`config.mk`:
```
export PLATFORM = sky130hd
export DESIGN_NAME = down_counter4bit
export DESIGN_NICKNAME = d
export VERILOG_FILES = /design/src/rtl/down_counter4bit_pkg.sv /design/src/rtl/down_counter4bit_decrementer.sv /design/src/rtl/full_adder.sv /design/src/rtl/half_adder.sv /design/src/rtl/down_counter4bit.sv
export SDC_FILE = /design/constraint.sdc
export NUM_CORES = 1
export LEC_CHECK = 0
export ABC_AREA = 0
export CORE_MARGIN = 4
export CORE_UTILIZATION = 35
export CTS_BUF_LIST = sky130_fd_sc_hd__clkbuf_8
export CTS_CLUSTER_DIAMETER = 80
export CTS_CLUSTER_SIZE = 25
export DETAILED_ROUTE_END_ITERATION = 16
export GPL_ROUTABILITY_DRIVEN = 0
export HOLD_SLACK_MARGIN = 0.12
export PLACE_DENSITY = 0.64
export SLEW_MARGIN = 30
export SYNTH_ARGS = -nofsm -noshare
export SYNTH_HDL_FRONTEND = slang
export SYNTH_SLANG_ARGS = --single-unit
export TNS_END_PERCENT = 10
```
`constraint.sdc`:
```
create_clock -name clk -period 3.73 [get_ports clk]
set_clock_uncertainty 0.2 [all_clocks]
set_input_delay 0.373 -clock clk [delete_from_list [all_inputs] [get_ports clk]]
set_output_delay 0.373 -clock clk [all_outputs]
set_load 0.02 [all_outputs]
```
`src/rtl/down_counter4bit_pkg.sv`:
```
// Shared constants for the 4-bit down counter: widths and FSM state encodings.
package down_counter4bit_pkg;

    localparam int CNT_W = 4;

    typedef enum logic [1:0] {
        S_IDLE = 2'b00,
        S_RUN  = 2'b01,
        S_DONE = 2'b10
    } state_t;

endpackage

```
`src/rtl/down_counter4bit_decrementer.sv`:
```
// Ripple decrementer: a-1 computed as a + 4'b1111; borrow is the inverted carry-out.
module decrementer4bit
    import down_counter4bit_pkg::*;
(
    input  logic [CNT_W-1:0] a,
    output logic [CNT_W-1:0] diff,
    output logic             borrow
);

    logic [CNT_W:0] carry;

    assign carry[0] = 1'b0;

    for (genvar i = 0; i < CNT_W; i++) begin : g_stage
        full_adder u_fa (
            .a   (a[i]),
            .b   (1'b1),
            .cin (carry[i]),
            .sum (diff[i]),
            .cout(carry[i+1])
        );
    end

    // Only a==0 fails to carry out of a + 4'b1111.
    assign borrow = ~carry[CNT_W];

endmodule

```
`src/rtl/full_adder.sv`:
```
// Gate-level full adder built from two half adders and an OR gate.
module full_adder (
    input  logic a,
    input  logic b,
    input  logic cin,
    output logic sum,
    output logic cout
);

    logic s1;
    logic c1;
    logic c2;

    half_adder u_ha0 (.a(a),  .b(b),   .s(s1),  .c(c1));
    half_adder u_ha1 (.a(s1), .b(cin), .s(sum), .c(c2));

    assign cout = c1 | c2;

endmodule

```
`src/rtl/half_adder.sv`:
```
// Gate-level half adder from the arithmetic lab library.
module half_adder (
    input  logic a,
    input  logic b,
    output logic s,
    output logic c
);

    assign s = a ^ b;
    assign c = a & b;

endmodule

```
`src/rtl/down_counter4bit.sv`:
```
// Loadable 4-bit countdown timer with IDLE/RUN/DONE control and optional auto-reload.
module down_counter4bit
    import down_counter4bit_pkg::*;
#(
    parameter bit AUTO_RELOAD = 1'b0
) (
    input  logic             clk,
    input  logic             rst_n,
    input  logic             load,
    input  logic [CNT_W-1:0] load_val,
    input  logic             en,
    output logic [CNT_W-1:0] count,
    output logic             zero,
    output logic             busy,
    output logic             done
);

    state_t           state;
    state_t           nxt_state;
    logic [CNT_W-1:0] reload;
    logic [CNT_W-1:0] nxt_count;
    logic [CNT_W-1:0] nxt_reload;
    logic [CNT_W-1:0] dec_diff;
    logic             dec_borrow;

    decrementer4bit u_dec (
        .a     (count),
        .diff  (dec_diff),
        .borrow(dec_borrow)
    );

    assign zero = dec_borrow;

    always_comb begin
        nxt_state  = state;
        nxt_count  = count;
        nxt_reload = reload;
        if (load) begin
            nxt_count  = load_val;
            nxt_reload = load_val;
            nxt_state  = (load_val != '0) ? S_RUN : S_DONE;
        end else begin
            case (state)
                S_IDLE: nxt_state = S_IDLE;
                S_RUN: begin
                    // Never decrement from zero; a zero count just finishes.
                    if (dec_borrow) begin
                        nxt_state = S_DONE;
                    end else if (en) begin
                        nxt_count = dec_diff;
                        if (dec_diff == '0) nxt_state = S_DONE;
                    end
                end
                S_DONE: begin
                    if (AUTO_RELOAD) begin
                        nxt_count = reload;
                        nxt_state = (reload != '0) ? S_RUN : S_DONE;
                    end else begin
                        nxt_state = S_IDLE;
                    end
                end
                default: nxt_state = S_IDLE;
            endcase
        end
    end

    always_ff @(posedge clk or negedge rst_n) begin
        if (!rst_n) begin
            state  <= S_IDLE;
            count  <= '0;
            reload <= '0;
            busy   <= 1'b0;
            done   <= 1'b0;
        end else begin
            state  <= nxt_state;
            count  <= nxt_count;
            reload <= nxt_reload;
            busy   <= (nxt_state == S_RUN);
            done   <= (nxt_state == S_DONE);
        end
    end

endmodule

```
Word level (Yosys, flattened, before mapping)
Cells that the tools add are included.
{"block": "word_totals", "ff_bits": 8, "inputBits": 8, "elab_cells": 37}
{"block": "classes", "reduce_logical": 6, "eq_ne": 3, "mux": 10, "bitwise_logic": 14}
{"op": "two-way mux 4 bit", "count": 4}
{"op": "two-way mux 2 bit", "count": 6}
{"op": "nonzero test 2 bit", "count": 3}
{"op": "inverter 1 bit", "count": 5}
{"op": "equality test 2 x 1 -> 1 bit (second input constant)", "count": 2}
{"op": "zero test 4 bit", "count": 1}
{"op": "nonzero test 4 bit", "count": 1}
{"op": "AND 1 bit", "count": 3}
{"op": "OR 1 bit", "count": 3}
{"op": "AND reduction 3 bit", "count": 1}
{"op": "XOR 1 bit", "count": 3}
{"op": "equality test 2 bit (second input constant)", "count": 1}

Depth between registers and ports, before layout
Gate-level depths: netlist of run 1.
{"block": "logic_depth", "depth_word": 13, "depth_mapped": 7, "depth_no_buf": 7}

Hierarchy
A second synthesis of run 1 with hierarchy kept.
{"block": "unflattened", "cells_unflattened": 45, "hier_area_um2": 534.3}
{"mod": "down_counter4bit", "area_each_um2": 397.9, "cells_each": 30, "n_inst": 1, "seq_area_each_um2": 200.2}
{"mod": "half_adder", "area_each_um2": 12.5, "cells_each": 1, "n_inst": 8, "seq_area_each_um2": 0.0}
{"mod": "full_adder", "area_each_um2": 6.3, "cells_each": 1, "n_inst": 4, "seq_area_each_um2": 0.0}
{"mod": "decrementer4bit", "area_each_um2": 11.3, "cells_each": 3, "n_inst": 1, "seq_area_each_um2": 0.0}

Worst setup path after synthesis of run 1
No wires, ideal clock.
{"block": "synth_timing", "kind": "register to register", "from": "reg count[0]", "to": "reg count[2]", "period_less_slack_ns": 2.018, "path_buffers": 0, "path_stages_with_launch": 8, "setup_time_ns": 0.125, "arrival_time_ns": 1.694, "setup_slack_ns": 1.712, "cell_sequence": "dfrtp_1 inv_1 ha_1 ha_1 ha_1 inv_1 a31oi_4 mux2_2"}
{"block": "synth_between", "elab_chain_len": 8, "word_cells_on_any_way": 13, "cone_classes": "mux (4); bitwise (7); reduce/logical (2)"}
{"item": "start, declared", "line": "down_counter4bit.sv:12", "text": "output logic [CNT_W-1:0] count,"}
{"item": "start signal, assigned", "line": "down_counter4bit.sv:76", "text": "count <= nxt_count;"}
{"item": "AND 1 bit *", "line": "half_adder.sv:10", "text": "assign c = a & b;"}
{"item": "OR 1 bit *", "line": "full_adder.sv:17", "text": "assign cout = c1 | c2;"}
{"item": "AND 1 bit", "line": "half_adder.sv:10"}
{"item": "OR 1 bit", "line": "full_adder.sv:17"}
{"item": "AND 1 bit", "line": "half_adder.sv:10"}
{"item": "OR 1 bit", "line": "full_adder.sv:17"}
{"item": "nonzero test 2 bit (no line)"}
{"item": "AND reduction 3 bit (no line)"}
Mark *: on every way between the ends. The rest lies on a longest branch, timed or not. The select of a mux whose other input is x is not followed.
A chain may end at the register's enable or synchronous reset.

Final worst setup path of run 1
{"block": "layout_timing", "from": "reg count[0]", "to": "out zero"}
{"block": "layout_between", "elab_chain_len": 7}
{"item": "AND 1 bit", "line": "half_adder.sv:10"}
{"item": "OR 1 bit", "line": "full_adder.sv:17"}
{"item": "AND 1 bit", "line": "half_adder.sv:10"}
{"item": "OR 1 bit", "line": "full_adder.sv:17"}
{"item": "AND 1 bit", "line": "half_adder.sv:10"}
{"item": "OR 1 bit", "line": "full_adder.sv:17"}
{"item": "inverter 1 bit", "line": "down_counter4bit_decrementer.sv:25", "text": "assign borrow = ~carry[CNT_W];"}
{"item": "end, declared", "line": "down_counter4bit.sv:13", "text": "output logic zero,"}
No other way between the ends.

==> results of run 1 <==
## placed cells by master, fill, tap and decap left out, drive strengths merged, types with 2 or more instances in the layout
master and instances:
a21o 2, clkbuf 3, clkdlybuf4s50 14, dfrtp 8, ha 4, inv 6
mux2i 4, nand2b 3, nor3 2, o21ai 2
## stage by stage
stage,util,instances,area [um2]
after floorplan,-,43,489
after global placement,0.475,68,618
after detailed placement,0.475,68,618
after CTS,0.507,71,659
after global routing,0.507,71,659
final,0.507,71,659
## worst max-delay path: stages (launching register included)
cell             delay, ns
dfrtp_1               0.36
inv_1                 0.08
ha_1                  0.18
ha_1                  0.19
ha_1                  0.21
clkdlybuf4s50_1       0.54
## kinds of logic after synthesis
logic type | count (synthesis)
fa+ha+maj | 4
simple gates | 9
flops | 8
mux | 5
compound gates | 7
buf+inv | 10
## power by group
part	leakage (nW)	switching, W	internal [W]
clock	0.0216	0.0000331	0.0000698
sequential	0.0923	0.0000146	0.000118
combinational	0.197	0.000108	0.000103
## sequential cells by signal, indices dropped and copies added, names as in the netlist
register and count:
busy 1, count 4, done 1, state 2
## layer usage
metal | share of wire | wire (um)
met4 | 0.0096 | 8
met3 | 0.057 | 48
met1 | 0.46 | 386
met5 | 0 | 0
met2 | 0.47 | 391
## how the worst max path moves through the flow
stage,startpoint,end,cells past startpoint
6_report,count[0],zero,5
5_1_grt,count[0],zero,5
4_1_cts,count[0],zero,5
3_5_place_dp,count[0],zero,5
3_3_place_gp,count[0],zero,5
2_1_floorplan,count[0],count[2],7
## cell type report
class / count / area [um2]
clock buffer: 3 / 41.3
inverter: 6 / 22.5
timing repair buffer: 14 / 140
sequential: 8 / 200
fill: 132 / 642
multi-input combinational: 25 / 236
tap: 15 / 18.8
==> impl_metrics.toml, run 1 <==
[cts]
clk_path_buf_depth = 2
cts_tree = "built"
cts_inserted_buffers = 3
htree_levels = 1
ctsHoldBuffers = 0
cts_root_buffer = "clkbuf_8"
ctsResizeCount = 0
cts.sinks = 8
postCtsSetupBuffers = 0
clk_pin_slew_worst_paths_ns = 0.04
clk_latency_ns = 0.22

[yosys]
synth_compound_area_frac = 0.120
synth_top_family_by_area = "simple AND/OR/NAND/NOR gates"
synth_top_area_cell = "dfrtp_1"
post-synth-top-count-cell = "dfrtp_1"
ys_seq_area_frac = 0.409
ys_seq_elements = 8
synth_flop_cell = "dfrtp_1"
synth_area_leaders = "dfrtp_1, ha_1, mux2i_1"
synthSimpleGateAreaFrac = 0.156
synthXorXnorAreaFrac = 0
synth_cells = 43
synth_edf_count = 0
async_flop_share = 1.00
syn_nets = 55
synth_area_um2 = 489
netlist-cell-type-count = 18
yosysWarnings = 0
synthAdderAreaFrac = 0.102
synthMuxAreaShare = 0.105
ys_top_cells_by_count = "dfrtp_1, inv_1, buf_4, ha_1, mux2i_1"
syn-mean-instance-area_um2 = 11.4
synth_top_area_frac = 0.409

[pwr]
power_w = 0.000446
p_leak_nw = 0.311
ir_drop_mv = 0.208
p_per_area_nw_per_um2 = 676

[timing]
hold_slack_ns = 0.235
hold_viol = 0
fin_crit_ns = 2.35
worst_slew_pin_slew_ns = 0.380
fin_crit_sh = 0.630
relSlewSlack = 0.746
finalSetupViolations = 0
setup_tns_ns = 0
max_freq_mhz = 425
rsz0062_at_grt = "no"
slew_viol_final = 0
layout_setup_ws_ns = 1.38

[cells_and_area]
syn_to_final_growth_pct = 34.8
layout-drive-gt1-share = 0.143
antenna_cells = 0
final_nets = 70

[hold_path]
min_path_type = "primary input to async pin"

[critical_path]
cp_max_fo = 3
crit_path_start_kind = "register"
criticalPathCategory = "register to output pin"
r2r_setup_slack_ns = 1.77
cp-end-kind = "output pin"
r2r_cells = 7
timing.rr.start = "count[0]"
crit_arrival_ns = 1.78
critPathRequiredTime_ns = 3.16
reg2reg_to = "count[2]"

[global_routing]
grt.overflow.total = 0
grt_max_degree = 9
grt.total_usage = 0.102
grt_pass1_wl_um = 1420
grt_pass1_vias = 337
grt_use_met2 = 0.134
antenna_found_initial = 0
grt_use_met3 = 0.0514
grt-busiest-layer = "met2"
use_met1 = 0.127

[route]
num_vias = 334
ant_nets = 0
viasPerCell = 4.70
wl_per_cell_um = 11.8
route.detailed.drc = 0
wirelength_um = 835
firstDrtPassIters = 3
drt_iter0_drc = 2

[floorplanning]
rows = 13
io_pins = 15
core_um2 = 1300
start_util = 0.376
fp.dieW_um = 45.4
die_area_um2 = 2060
die_h_um = 45.4

[placement]
hpwl_um = 665
dp_slack_ns = 1.60
port_buffers = 14

[job]
max-cap-violations = 0

[run_status]
outcome = "complete, no violations"
(Power assumes the default switching activity.)
==> run 2, diff against run 1 <==
- PLACE_DENSITY: 0.64 -> 0.66
- clock period: 3.73 -> 2 ns (I/O delays scaled with it)
==> impl_metrics.toml, run 2 (synthesis results as in run 1) <==
[run_status]
outcome = "complete, no violations"

[hold_path]
hold_depth = 1
worstHoldStart = "count[2]"
min_path_type = "register to register"
worstHoldEndpoint = "count[2]"

[global_routing]
grt.total_usage = 0.114
antenna_found_initial = 0
grt_pass1_vias = 372
grt_pass1_wl_um = 1620
grt_max_degree = 9
grt.overflow.total = 0

[pwr]
seq_power_share = 0.294
power_w = 0.000844
internal_power_w = 0.000548
p_per_area_nw_per_um2 = 1240
p_clk_frac = 0.225
p_comb_frac = 0.481
netSwitchingPower_w = 0.000296
switching_share = 0.350
ir_drop_mv = 0.490
p_leak_nw = 0.318

[timing]
worst_slew_pin_slew_ns = 0.401
fin_crit_ns = 1.90
setup_tns_ns = 0
max_freq_mhz = 527
relSlewSlack = 0.732
fin_crit_sh = 0.948
finalSetupViolations = 0
slew_viol_final = 0
hold_viol = 0
rsz0062_at_grt = "no"

[job]
max-cap-violations = 0

[placement]
dpl.cell_count = 69
hpwl_um = 721
port_buffers = 14
place_area_um2 = 628

[critical_path]
timing.rr.start = "count[0]"
cp_max_fo = 4
r2r_setup_slack_ns = 0.10
reg2reg_to = "done"
r2r_cells = 7
criticalPathCategory = "register to register"
crit_path_start_kind = "register"
crit_arrival_ns = 1.86
critPathRequiredTime_ns = 1.96
cp-end-kind = "register"

[cells_and_area]
syn_to_final_growth_pct = 38.6
final_nets = 72
largest_register = "count"
final_common_cell = "clkdlybuf4s50_1"
final_area_um2 = 678
largest_register_ffs = 4
instances_no_fill = 73
post-route-util = 0.521
top_regs = "count: 4 flops, state: 2 flops"
layout-drive-gt1-share = 0.224
layout_common_cells = "clkdlybuf4s50_1, dfrtp_1, inv_1"
antenna_cells = 0

[floorplanning]
core_um2 = 1300
io_pins = 15
rows = 13
start_util = 0.376
die_area_um2 = 2060
die_h_um = 45.4
fp.dieW_um = 45.4

[cts]
cts.sinks = 8
postCtsSetupBuffers = 0
cts_tree = "built"
clk_path_buf_depth = 2
cts_root_buffer = "clkbuf_8"
clk_latency_ns = 0.23
htree_levels = 1
clk_pin_slew_worst_paths_ns = 0.04
cts_inserted_buffers = 3

[route]
route.detailed.drc = 0
num_vias = 345
wl_per_cell_um = 12.2
ant_nets = 0
viasPerCell = 4.73
firstDrtPassIters = 4
drt_iter0_drc = 2
wirelength_um = 892
## run 2: cell count changes in the layout (fill, tap and decap cells not counted)
| cell | delta |
|---|---|
| dlygate4sd3_1 | +1 |
| inv_2 | +1 |
| clkbuf_2 | +1 |
| inv_1 | -1 |
| ha_2 | +1 |
| clkdlybuf4s50_1 | -1 |
| buf_4 | +1 |
| a21oi_2 | +1 |
| a21oi_1 | -1 |
| ha_1 | -1 |
## run 2: power groups by stage
stage               clock network (W)  logic [W]  registers (W)
floorplan                           0   0.000285       0.000258
global placement                    0   0.000406       0.000248
detailed placement                  0   0.000407       0.000249
CTS                          0.000198   0.000408       0.000248
global route                 0.000208   0.000449       0.000257
finish                       0.000190   0.000406       0.000248
## run 2: worst max-delay path by stage
stage / end / cells past startpoint / slack [ns] / from
global route: state[1] / 7 / 0.004 / count[0]
global placement: zero / 5 / 0.06 / count[0]
floorplan: count[2] / 7 / 0.04 / count[0]
finish: done / 7 / 0.10 / count[0]
CTS: zero / 5 / 0.01 / count[0]
detailed placement: zero / 5 / 0.003 / count[0]
## run 2: per-stage QoR
stage               worst slack [ns]  hold slack, ns
global placement              0.0552           0.312
CTS                           0.0130           0.337
global route                 0.00370           0.377
floorplan                     0.0442          -0.296
detailed placement           0.00294           0.323
finish                         0.104           0.335
## run 2: worst max-delay path, stage by stage, from the launching register on
cell     delay (ns)
dfrtp_1        0.37
inv_2          0.06
ha_1           0.19
ha_1           0.21
ha_2           0.32
nand4_1        0.11
a21oi_2        0.23
a21o_1         0.15
## run 2: final cells by class
class	instances	area (um2)
clock buffers	3	41.3
fillers	129	623
repair buffers	16	153
inverters	6	22.5
flip-flops and latches	8	200
well taps	15	18.8
multi-input cells	25	243
## run 2: layer usage
| metal | track usage | part of all wire | vias up |
|---|---|---|---|
| met5 | 0 | 0 | - |
| met4 | 0.0526 | 0 | 0 |
| met3 | 0.0474 | 0.073 | 0 |
| met2 | 0.175 | 0.49 | 10 |
| met1 | 0.138 | 0.43 | 158 |
| li1 | - | - | 177 |
## run 2: timing repair
item / in CTS / in global routing
gates resized for setup: 1 / 4
hold buffers: 1 / 0
endpoints found under the hold margin: 8 / 0
endpoints found under the setup margin: 1 / 6
